===== src/rtl/exec_sequencer_pkg.sv =====
// Shared constants for the calculator instruction sequencer: opcode and
// address widths, the IC_ANS pseudo-address, ALU opcodes and FSM states.
package exec_sequencer_pkg;

  localparam int IC_N  = 4;
  localparam int IC_AW = 16;

  localparam logic [IC_AW-1:0] IC_ANS = 16'hFFFF;

  localparam logic [IC_N-1:0] IC_OPAD = 4'd0;
  localparam logic [IC_N-1:0] IC_OPSB = 4'd1;
  localparam logic [IC_N-1:0] IC_OPAN = 4'd2;
  localparam logic [IC_N-1:0] IC_OPOR = 4'd3;
  localparam logic [IC_N-1:0] IC_OPXR = 4'd4;

  typedef enum logic [2:0] {
    S_IDLE = 3'd0,
    S_RD_A = 3'd1,
    S_RD_B = 3'd2,
    S_EXEC = 3'd3,
    S_WR   = 3'd4,
    S_DONE = 3'd5
  } state_t;

  // Range check on the full-width address, done before any truncation.
  function automatic logic addr_in_range(input logic [IC_AW-1:0] a, input int aw);
    return (a >> aw) == '0;
  endfunction

endpackage


===== src/rtl/exec_sequencer_if.sv =====
// Register-memory bus between the sequencer (master) and the memory (slave).
interface exec_sequencer_if #(
  parameter int DATA_W = 16,
  parameter int ADDR_W = 8
) ();

  logic [ADDR_W-1:0] mem_addr;
  logic              mem_rd;
  logic              mem_wr;
  logic [DATA_W-1:0] mem_wdata;
  logic [DATA_W-1:0] mem_rdata;
  logic              mem_ack;

  modport master (
    output mem_addr, mem_rd, mem_wr, mem_wdata,
    input  mem_rdata, mem_ack
  );

  modport slave (
    input  mem_addr, mem_rd, mem_wr, mem_wdata,
    output mem_rdata, mem_ack
  );

endinterface


===== src/rtl/exec_sequencer_mem_port.sv =====
// Memory request port: holds rd/wr until ack and, with EXEC_SEQ_MEM_TIMEOUT_EN
// defined, aborts a request that sees no ack within TIMEOUT cycles.
module exec_mem_port #(
  parameter int DATA_W  = 16,
  parameter int ADDR_W  = 8,
  parameter int TIMEOUT = 15
) (
  input  logic              clk,
  input  logic              rst_n,
  input  logic              i_rd_req,
  input  logic              i_wr_req,
  input  logic [ADDR_W-1:0] i_addr,
  input  logic [DATA_W-1:0] i_wdata,
  output logic              o_ack,
  output logic [DATA_W-1:0] o_rdata,
  output logic              o_timeout,
  exec_sequencer_if.master  mem
);

  logic w_req;
  logic w_wr;

  assign w_req = i_rd_req | i_wr_req;
  assign w_wr  = i_wr_req & ~i_rd_req;

  assign mem.mem_rd    = i_rd_req;
  assign mem.mem_wr    = w_wr;
  assign mem.mem_addr  = w_req ? i_addr : '0;
  assign mem.mem_wdata = w_wr ? i_wdata : '0;

  assign o_ack   = w_req & mem.mem_ack;
  assign o_rdata = mem.mem_rdata;

`ifdef EXEC_SEQ_MEM_TIMEOUT_EN
  localparam int CNT_W = ($clog2(TIMEOUT + 1) > 4) ? $clog2(TIMEOUT + 1) : 4;

  logic [CNT_W-1:0] r_wait_cnt;

  // Reloads whenever no request is pending or one completes, so every
  // request-holding state starts with a fresh budget.
  always_ff @(posedge clk or negedge rst_n) begin
    if (!rst_n) begin
      r_wait_cnt <= CNT_W'(TIMEOUT - 1);
    end else if (!w_req || mem.mem_ack) begin
      r_wait_cnt <= CNT_W'(TIMEOUT - 1);
    end else if (r_wait_cnt != '0) begin
      r_wait_cnt <= r_wait_cnt - 1'b1;
    end
  end

  assign o_timeout = w_req & ~mem.mem_ack & (r_wait_cnt == '0);
`else
  logic w_unused;
  assign w_unused  = ^{clk, rst_n, TIMEOUT[0]};
  assign o_timeout = 1'b0;
`endif

endmodule


===== src/rtl/exec_sequencer.sv =====
// Executes one calculator instruction: read A, read B, ALU, write back, retire.
// Optional macro EXEC_SEQ_MEM_TIMEOUT_EN enables the memory-ack timeout.
//   state  | meaning
//   IDLE   | waiting for finish
//   RD_A   | fetch operand A from SRC (or ANS)
//   RD_B   | fetch operand B from DST (or ANS)
//   EXEC   | ALU result captured into R
//   WR     | ANS <= R, write R to DST unless DST is ANS
//   DONE   | one-cycle retire pulse
module exec_sequencer
  import exec_sequencer_pkg::*;
#(
  parameter int DATA_W  = 16,
  parameter int ADDR_W  = 8,
  parameter int TIMEOUT = 15
) (
  input  logic              clk,
  input  logic              rst_n,
  input  logic [IC_AW-1:0]  i_src,
  input  logic [IC_AW-1:0]  i_dst,
  input  logic [IC_N-1:0]   i_alu_op,
  input  logic              i_finish,
  output logic              o_busy,
  output logic              o_done,
  output logic              o_err,
  output logic [DATA_W-1:0] o_ans,
  output logic [IC_N-1:0]   o_alu_op,
  output logic [DATA_W-1:0] o_alu_a,
  output logic [DATA_W-1:0] o_alu_b,
  input  logic [DATA_W-1:0] i_alu_y,
  exec_sequencer_if.master  mem
);

  state_t            r_state;
  state_t            w_state_nxt;
  logic [IC_AW-1:0]  r_src;
  logic [IC_AW-1:0]  r_dst;
  logic [IC_N-1:0]   r_op;
  logic [DATA_W-1:0] r_a;
  logic [DATA_W-1:0] r_b;
  logic [DATA_W-1:0] r_r;
  logic [DATA_W-1:0] r_ans;
  logic              r_err;

  logic              w_latch;
  logic              w_ld_opnd;
  logic              w_ld_r;
  logic              w_ld_ans;
  logic              w_err_set;
  logic              w_rd_req;
  logic              w_wr_req;
  logic [ADDR_W-1:0] w_port_addr;
  logic [DATA_W-1:0] w_ld_val;
  logic [IC_AW-1:0]  w_op_addr;
  state_t            w_after_rd;
  logic              w_ack;
  logic              w_timeout;
  logic [DATA_W-1:0] w_rdata;

  assign w_op_addr  = (r_state == S_RD_B) ? r_dst : r_src;
  assign w_after_rd = (r_state == S_RD_A) ? S_RD_B : S_EXEC;

  exec_mem_port #(
    .DATA_W  (DATA_W),
    .ADDR_W  (ADDR_W),
    .TIMEOUT (TIMEOUT)
  ) u_mem_port (
    .clk       (clk),
    .rst_n     (rst_n),
    .i_rd_req  (w_rd_req),
    .i_wr_req  (w_wr_req),
    .i_addr    (w_port_addr),
    .i_wdata   (r_r),
    .o_ack     (w_ack),
    .o_rdata   (w_rdata),
    .o_timeout (w_timeout),
    .mem       (mem)
  );

  always_ff @(posedge clk or negedge rst_n) begin
    if (!rst_n) begin
      r_state <= S_IDLE;
    end else begin
      r_state <= w_state_nxt;
    end
  end

  always_comb begin
    w_state_nxt = r_state;
    w_latch     = 1'b0;
    w_ld_opnd   = 1'b0;
    w_ld_r      = 1'b0;
    w_ld_ans    = 1'b0;
    w_err_set   = 1'b0;
    w_rd_req    = 1'b0;
    w_wr_req    = 1'b0;
    w_port_addr = '0;
    w_ld_val    = '0;
    case (r_state)
      S_IDLE: begin
        if (i_finish) begin
          w_latch     = 1'b1;
          w_state_nxt = S_RD_A;
        end
      end
      S_RD_A, S_RD_B: begin
        if (w_op_addr == IC_ANS) begin
          w_ld_val    = r_ans;
          w_ld_opnd   = 1'b1;
          w_state_nxt = w_after_rd;
        end else if (!addr_in_range(w_op_addr, ADDR_W)) begin
          w_err_set   = 1'b1;
          w_state_nxt = S_DONE;
        end else begin
          w_rd_req    = 1'b1;
          w_port_addr = ADDR_W'(w_op_addr);
          w_ld_val    = w_rdata;
          if (w_ack) begin
            w_ld_opnd   = 1'b1;
            w_state_nxt = w_after_rd;
          end else if (w_timeout) begin
            w_err_set   = 1'b1;
            w_state_nxt = S_DONE;
          end
        end
      end
      S_EXEC: begin
        w_ld_r      = 1'b1;
        w_state_nxt = S_WR;
      end
      S_WR: begin
        if (r_dst == IC_ANS) begin
          w_ld_ans    = 1'b1;
          w_state_nxt = S_DONE;
        end else begin
          w_wr_req    = 1'b1;
          w_port_addr = ADDR_W'(r_dst);
          if (w_ack) begin
            w_ld_ans    = 1'b1;
            w_state_nxt = S_DONE;
          end else if (w_timeout) begin
            w_err_set   = 1'b1;
            w_state_nxt = S_DONE;
          end
        end
      end
      S_DONE: begin
        w_state_nxt = S_IDLE;
      end
      default: begin
        w_state_nxt = S_IDLE;
      end
    endcase
    // A new finish while an instruction is in flight is an overrun.
    if (i_finish && (r_state != S_IDLE)) begin
      w_err_set = 1'b1;
    end
  end

  always_ff @(posedge clk or negedge rst_n) begin
    if (!rst_n) begin
      r_src <= '0;
      r_dst <= '0;
      r_op  <= '0;
      r_a   <= '0;
      r_b   <= '0;
      r_r   <= '0;
      r_ans <= '0;
      r_err <= 1'b0;
    end else begin
      if (w_latch) begin
        r_src <= i_src;
        r_dst <= i_dst;
        r_op  <= i_alu_op;
      end
      if (w_ld_opnd) begin
        if (r_state == S_RD_A) begin
          r_a <= w_ld_val;
        end else begin
          r_b <= w_ld_val;
        end
      end
      if (w_ld_r) begin
        r_r <= i_alu_y;
      end
      if (w_ld_ans) begin
        r_ans <= r_r;
      end
      if (w_err_set) begin
        r_err <= 1'b1;
      end else if (w_latch) begin
        r_err <= 1'b0;
      end
    end
  end

  assign o_busy   = (r_state != S_IDLE);
  assign o_done   = (r_state == S_DONE);
  assign o_err    = r_err;
  assign o_ans    = r_ans;
  assign o_alu_op = r_op;
  assign o_alu_a  = r_a;
  assign o_alu_b  = r_b;

endmodule


===== src/flat_wrapper.sv =====
// flat-port wrapper written by rule: the top's interface ports become plain ports
module exec_sequencer_flat import exec_sequencer_pkg::*;
#(
  parameter int DATA_W  = 16,
  parameter int ADDR_W  = 8,
  parameter int TIMEOUT = 15
)
  (clk, rst_n, i_src, i_dst, i_alu_op, i_finish, o_busy, o_done, o_err, o_ans, o_alu_op, o_alu_a, o_alu_b, i_alu_y, mem_mem_addr, mem_mem_rd, mem_mem_wr, mem_mem_wdata, mem_mem_rdata, mem_mem_ack);
  exec_sequencer_if #(.DATA_W(DATA_W), .ADDR_W(ADDR_W)) mem_i ();
  input  logic clk;
  input  logic rst_n;
  input  logic [IC_AW-1:0] i_src;
  input  logic [IC_AW-1:0] i_dst;
  input  logic [IC_N-1:0] i_alu_op;
  input  logic i_finish;
  output logic o_busy;
  output logic o_done;
  output logic o_err;
  output logic [DATA_W-1:0] o_ans;
  output logic [IC_N-1:0] o_alu_op;
  output logic [DATA_W-1:0] o_alu_a;
  output logic [DATA_W-1:0] o_alu_b;
  input  logic [DATA_W-1:0] i_alu_y;
  output wire logic [$bits(mem_i.mem_addr)-1:0] mem_mem_addr;
  output wire logic [$bits(mem_i.mem_rd)-1:0] mem_mem_rd;
  output wire logic [$bits(mem_i.mem_wr)-1:0] mem_mem_wr;
  output wire logic [$bits(mem_i.mem_wdata)-1:0] mem_mem_wdata;
  input wire logic [$bits(mem_i.mem_rdata)-1:0] mem_mem_rdata;
  input wire logic [$bits(mem_i.mem_ack)-1:0] mem_mem_ack;
  assign mem_mem_addr = mem_i.mem_addr;
  assign mem_mem_rd = mem_i.mem_rd;
  assign mem_mem_wr = mem_i.mem_wr;
  assign mem_mem_wdata = mem_i.mem_wdata;
  assign mem_i.mem_rdata = mem_mem_rdata;
  assign mem_i.mem_ack = mem_mem_ack;
  exec_sequencer #(.DATA_W(DATA_W), .ADDR_W(ADDR_W), .TIMEOUT(TIMEOUT)) u_core (.clk(clk), .rst_n(rst_n), .i_src(i_src), .i_dst(i_dst), .i_alu_op(i_alu_op), .i_finish(i_finish), .o_busy(o_busy), .o_done(o_done), .o_err(o_err), .o_ans(o_ans), .o_alu_op(o_alu_op), .o_alu_a(o_alu_a), .o_alu_b(o_alu_b), .i_alu_y(i_alu_y), .mem(mem_i));
endmodule

===== config.mk =====
export PLATFORM = sky130hd
export DESIGN_NAME = exec_sequencer_flat
export DESIGN_NICKNAME = d
export VERILOG_FILES = /design/src/rtl/exec_sequencer_pkg.sv /design/src/rtl/exec_sequencer_if.sv /design/src/rtl/exec_sequencer_mem_port.sv /design/src/rtl/exec_sequencer.sv /design/src/flat_wrapper.sv
export SDC_FILE = /design/constraint.sdc
export NUM_CORES = 1
export LEC_CHECK = 0
export ABC_CLOCK_PERIOD_IN_PS = 2190
export CAP_MARGIN = 10
export CORE_ASPECT_RATIO = 1.5
export CORE_MARGIN = 10
export CORE_UTILIZATION = 46
export CTS_CLUSTER_SIZE = 20
export DETAILED_ROUTE_END_ITERATION = 8
export PLACE_DENSITY_LB_ADDON = 0.12
export SKIP_LAST_GASP = 1
export SYNTH_ARGS = -nofsm -noshare
export SYNTH_HDL_FRONTEND = slang
export SYNTH_SLANG_ARGS = --single-unit

===== constraint.sdc =====
create_clock -name clk -period 2.19 [get_ports clk]
set_input_delay 0.438 -clock clk [delete_from_list [all_inputs] [get_ports clk]]
set_output_delay 0.438 -clock clk [all_outputs]
set_load 0.02 [all_outputs]

== Word-level counts from Yosys, hierarchy flattened ==
Cells that the tools add are included.

* Output and inout bits: 81
* Bits of input ports: 72
* Register bits after elaboration: 104
* Word-level logic and storage cells: 71

* Equality and inequality tests: 10
* Bitwise gates (word level): 5
* Mux-type cells: 38
* Reductions and logical operators: 9

{| class="wikitable"
|+ Operator list
! operator !! count
|-
| $mux W16 || 5
|-
| $eq A16 B16 Y1 const B || 2
|-
| $mux W8 || 4
|-
| $mux W1 || 21
|-
| $mux W3 || 6
|-
| $logic_not A16 Y1 || 1
|-
| $pmux W8 S2 || 1
|-
| $pmux W3 S4 || 1
|-
| $eq A3 B2 Y1 const B || 2
|-
| $eq A3 B3 Y1 const B || 2
|-
| $ne A4 B3 Y1 const B || 1
|-
| $reduce_and A2 Y1 || 2
|-
| $eq A3 B1 Y1 const B || 1
|-
| $logic_not A3 Y1 || 1
|-
| $ne A3 B2 Y1 const B || 1
|-
| $reduce_and A3 Y1 || 1
|-
| $reduce_bool A3 Y1 || 1
|-
| $and A1 B1 Y1 || 2
|-
| $ne A2 B2 Y1 const B || 1
|-
| $not A1 Y1 || 2
|-
| $reduce_bool A2 Y1 || 1
|-
| $reduce_or A2 Y1 || 1
|-
| $logic_and A1 B1 Y1 || 1
|-
| $or A1 B1 Y1 || 1
|}

== Logic depth before layout (Yosys ltp) ==
* Word-level depth: 13
* Gate-level depth with buffers: 8
* Mapped depth without buffers: 5

== Modules after synthesis ==
A second synthesis with hierarchy kept.

* Cell total of the unflattened synthesis: 420
* Area total of the unflattened synthesis: 5044.8 um^2

{| class="wikitable"
|+ By module, submodules not included
! module !! instances !! area each (um^2) !! sequential area each (um^2) !! cells each
|-
| exec_sequencer || 1 || 4644.5 || 2602.5 || 371
|-
| exec_mem_port || 1 || 400.4 || 0.0 || 49
|}

== Worst setup path after synthesis ==
No wires, ideal clock.

* Path kind: reg2out
* Start: reg u_core.r_state[0]
* End: out mem_mem_addr[0]
* Cell stages (with the launch flop): 8
* Slack: 0.027 ns
* Required time: 1.752 ns
* Arrival time: 1.725 ns
* Buffers on the path: 2
* Cells stage by stage: dfrtp_1 -> buf_2 -> nor3b_4 -> nand3_2 -> a21o_1 -> buf_4 -> nor2_2 -> a22o_1

* Longest elaborated chain between the ends: 8
* Elaborated cells on any way between the ends: 16
* Classes of those cells: eq/ne (4); mux (9); bitwise (1); reduce/logical (2)

{| class="wikitable"
|+ RTL lines
! item !! line !! RTL
|-
| start: declaration || exec_sequencer.sv:34 || <nowiki>state_t r_state;</nowiki>
|-
| start signal: assignment || exec_sequencer.sv:84 || <nowiki>r_state <= w_state_nxt;</nowiki>
|-
| $eq A3 B2 Y1 || exec_sequencer.sv:60, exec_sequencer.sv:99 ||
|-
| $mux W16 || exec_sequencer.sv:60 || <nowiki>assign w_op_addr = (r_state == S_RD_B) ? r_dst : r_src;</nowiki>
|-
| $logic_not A16 Y1 || exec_sequencer_pkg.sv:27 || <nowiki>return (a >> aw) == '0;</nowiki>
|-
| $mux W1 || exec_sequencer.sv:111 || <nowiki>end else if (!addr_in_range(w_op_addr, ADDR_W)) begin</nowiki>
|-
| $mux W1 || exec_sequencer.sv:107 || <nowiki>if (w_op_addr == IC_ANS) begin</nowiki>
|-
| $mux W1 || exec_sequencer.sv:99 || <nowiki>case (r_state)</nowiki>
|-
| $or A1 B1 Y1 || exec_sequencer_mem_port.sv:23 || <nowiki>assign w_req = i_rd_req | i_wr_req;</nowiki>
|-
| $mux W8 (*) || exec_sequencer_mem_port.sv:28 || <nowiki>assign mem.mem_addr = w_req ? i_addr : '0;</nowiki>
|-
| end: declaration || flat_wrapper.sv:24 || <nowiki>output wire logic [$bits(mem_i.mem_addr)-1:0] mem_mem_addr;</nowiki>
|}

Every way passes the cells marked *; elsewhere a longest branch is shown, timed or not.

== Worst setup path after layout ==
* Start: reg u_core.r_dst[13]
* End: out mem_mem_wdata[15]

* Longest elaborated chain between the ends: 8
* Elaborated cells on any way between the ends: 12
* Classes of those cells: eq/ne (2); mux (7); bitwise (2); reduce/logical (1)

{| class="wikitable"
|+ RTL lines
! item !! line !! RTL
|-
| start: declaration || exec_sequencer.sv:37 || <nowiki>logic [IC_AW-1:0] r_dst;</nowiki>
|-
| start signal: assignment || exec_sequencer.sv:173 || <nowiki>r_dst <= i_dst;</nowiki>
|-
| $mux W16 || exec_sequencer.sv:60 ||
|-
| $logic_not A16 Y1 || exec_sequencer_pkg.sv:27 ||
|-
| $mux W1 || exec_sequencer.sv:111 ||
|-
| $mux W1 || exec_sequencer.sv:107 ||
|-
| $mux W1 || exec_sequencer.sv:99 ||
|-
| $not A1 Y1 || exec_sequencer_mem_port.sv:24 || <nowiki>assign w_wr = i_wr_req & ~i_rd_req;</nowiki>
|-
| $and A1 B1 Y1 (*) || exec_sequencer_mem_port.sv:24 ||
|-
| $mux W16 (*) || exec_sequencer_mem_port.sv:29 || <nowiki>assign mem.mem_wdata = w_wr ? i_wdata : '0;</nowiki>
|-
| end: declaration || flat_wrapper.sv:27 || <nowiki>output wire logic [$bits(mem_i.mem_wdata)-1:0] mem_mem_wdata;</nowiki>
|}

Marks and branches as above.

==> impl_metrics.yaml <==
place:
  place_area_um2: 6665
  dp_cells: 652
  dp_hpwl_mm: 9.994
  preCtsSetupSlack_ns: -0.4508
  place.gp.congestion: 0.8555
  numPortBuffers: 152
logic_synthesis:
  syn_area_um2: 4679
  synth-seq-cells: 104
  synth_seq_area_share_pct: 55.61
  avgSynthCellArea_um2: 13.33
  synth_warnings: 0
  syn_inst: 351
  ys_types: 39
  synthesis.nets: 423
critical_path:
  required_ns: 1.75
  criticalPathCategory: "register to primary output"
  cp_max_fo: 9
  worstRegToRegCells: 10
  crit_path_start_kind: "register"
  regToRegSetupSlack_ns: 0.01
  r2r-end: "u_core.o_alu_a[3]$_DFFE_PN0P_"
  cp_data_arrival_time_ns: 2.03
  r2r-start: "u_core.r_dst[12]$_DFFE_PN0P_"
  crit_path_end_kind: "primary output"
global_route:
  grt_usage_pct: 18.22
  grt_overflow: 0
  antenna_found_initial: 0
  grt_pass1_wl_mm: 20.75
  grt_pass1_vias: 3966
  grt_max_degree: 45
drt:
  drc: 0
  wl_per_cell_um: 20.01
  antenna_left: 0
  num_vias: 3587
  dr.pass1.iters: 4
  routed_wl_mm: 13.56
  drt_iter0_drc: 80
  viasPerCell: 5.291
min_path:
  hold_path.class: "input port to asynchronous set/reset pin"
clock_tree:
  clock_latency_ns: 0.34
  h-tree-depth: 3
  clock_sink_count: 104
  clkTransAtPathRegs_ns: 0.07
  root_buffer: "clkbuf_16"
  cts_tree: "built"
  cts_hold_buf: 0
  clock_path_buffers: 2
  numCtsBuffers: 9
final_layout:
  finalNonFillerCells: 678
  fillCellCount: 727
  drive_above_1_share_pct: 40.64
  layout_common_cells: "123 x clkdlybuf4s50_1, 103 x dfrtp_1, 91 x mux2_2, 53 x buf_4, 19 x buf_6"
  area_growth_pct: 53.61
  finalNetCount: 628
  final_cell_area_um2: 7188
  diodes: 0
  mostFrequentLayoutCell: "clkdlybuf4s50_1"
sta:
  rsz0062_at_grt: "yes"
  finalMaxSlewViolations: 0
  slew_headroom_pct: 58.93
  setup_slack_ns: -0.2807
  finalSetupViolations: 26
  tightest_slew_ns: 0.6160
  min_period_ns: 2.471
  hold_violations: 0
  clock.fmax_mhz: 404.7
  fin_crit_sh_pct: 112.8
  setup_tns_ns: -5.784
  fin_skew_ns: 0.009412
run:
  drv_cap: 0
power_and_ir_drop:
  p_per_area_nw_per_um2: 1249
  p_leak_nw: 3.193
  vdd_drop_max_mv: 0.6911
die:
  die_w_um: 102.4
  dieHeight_um: 143.5
  boundaryPins: 153
  fp-row-count: 45
  core_region_area_um2: 10020
  initial_core_util_pct: 46.69
  die-area_um2: 14690
run_status:
  outcome: "finished with violations"
  violations: "setup timing"
where the power goes:
group          internal (mW)  total, mW  leakage [nW]  switching (mW)
registers               2.71       3.30          1.28           0.594
clock network           1.04       1.76         0.163           0.716
logic                   2.20       3.92          1.75            1.72
total                   5.95       8.98          3.19            3.03
cells in the mapped netlist, drive strengths merged:
master	n	area, µm²
a211oi	1	7.510
a21boi	1	11.26
a21o	2	15.01
a21oi	2	13.76
a22o	8	70.07
and2	17	106.4
and3	2	12.51
buf	15	110.1
clkbuf	3	11.26
dfrtp	104	2603
inv	18	67.56
mux2	101	1175
mux2i	1	10.01
nand2	18	67.56
nand2b	2	12.51
nand3	6	40.04
nand4	9	56.30
nor2	6	25.03
nor3b	2	26.28
nor4	6	52.55
o2111ai	1	8.760
o21a	1	7.510
o21ai	4	23.77
o21bai	1	11.26
o22ai	16	100.1
o32ai	1	8.760
or3b	1	11.26
or4	2	15.01
repair_timing:
action                     CTS  global route
gates resized for setup    110            47
setup endpoints to repair   28            42
pin swaps                   12            13
cloned                       0             1
buffers inserted             3             6
critical path: stages (launching register included):
cell and delay, ns:
dfrtp_1 0.41, nand4_1 0.18, nor4_4 0.33, buf_4 0.18, nor2_4 0.05, buf_6 0.13
and2_1 0.15, clkdlybuf4s15_2 0.25
layer usage:
layer	vias to the layer above	routed length (µm)	global-route usage, %
met5	-	0	0
met2	119	7113	31.64
met3	23	1209	7.833
met4	0	332	7.154
met1	1780	4909	18.72
li1	1665	-	-
area by class of cell:
type | instances | area (µm²) | share of cell area [%]
Multi-Input combinational cell | 211 | 1953 | 27.17
Inverter | 18 | 72.57 | 1.010
Tap cell | 117 | 146.4 | 2.037
Clock buffer | 10 | 239.0 | 3.325
Sequential cell | 104 | 2604 | 36.22
Clock inverter | 6 | 91.34 | 1.271
Timing Repair Buffer | 212 | 2082 | 28.96
per-stage QoR:
stage / total power, mW / hold slack, ns / util (%)
finish: 8.976 / 0.09992 / 71.72
CTS: 8.924 / 0.1213 / 70.50
floorplan: 5.133 / 0.1424 / -
global route: 9.468 / 0.1319 / 71.72
detailed placement: 7.124 / 0.4876 / 66.50
global placement: 7.008 / 0.4865 / 66.50
how the worst max path moves through the flow:
stage                             startpoint                 to  depth (start not counted)
6_report        u_core.r_dst[13]$_DFFE_PN0P_  mem_mem_wdata[15]                          7
4_1_cts         u_core.r_dst[13]$_DFFE_PN0P_    mem_mem_addr[1]                          7
3_5_place_dp    u_core.r_dst[13]$_DFFE_PN0P_    mem_mem_addr[1]                          7
3_3_place_gp    u_core.r_dst[13]$_DFFE_PN0P_    mem_mem_addr[0]                          7
5_1_grt         u_core.r_dst[13]$_DFFE_PN0P_   mem_mem_wdata[1]                          7
2_1_floorplan  u_core.r_state[0]$_DFFE_PN0P_    mem_mem_addr[0]                          7
sequential cells by signal, indices dropped and copies added (netlist names), 3 cells and up:
name / cells
u_core.r_state: 3
u_core.r_dst: 16
u_core.r_r: 16
u_core.o_ans: 16
u_core.o_alu_a: 16
u_core.o_alu_op: 4
u_core.o_alu_b: 16
u_core.r_src: 16
cells by family after synthesis:
family	count (synthesis)	share of synthesized area, %
buffers and inverters	36	4.037
flip-flops	104	55.62
AO/OA/AOI/OAI	38	5.936
AND/OR/NAND/NOR	71	9.091
multiplexers	102	25.32
Note: power is estimated with default switching activity, not from simulation.
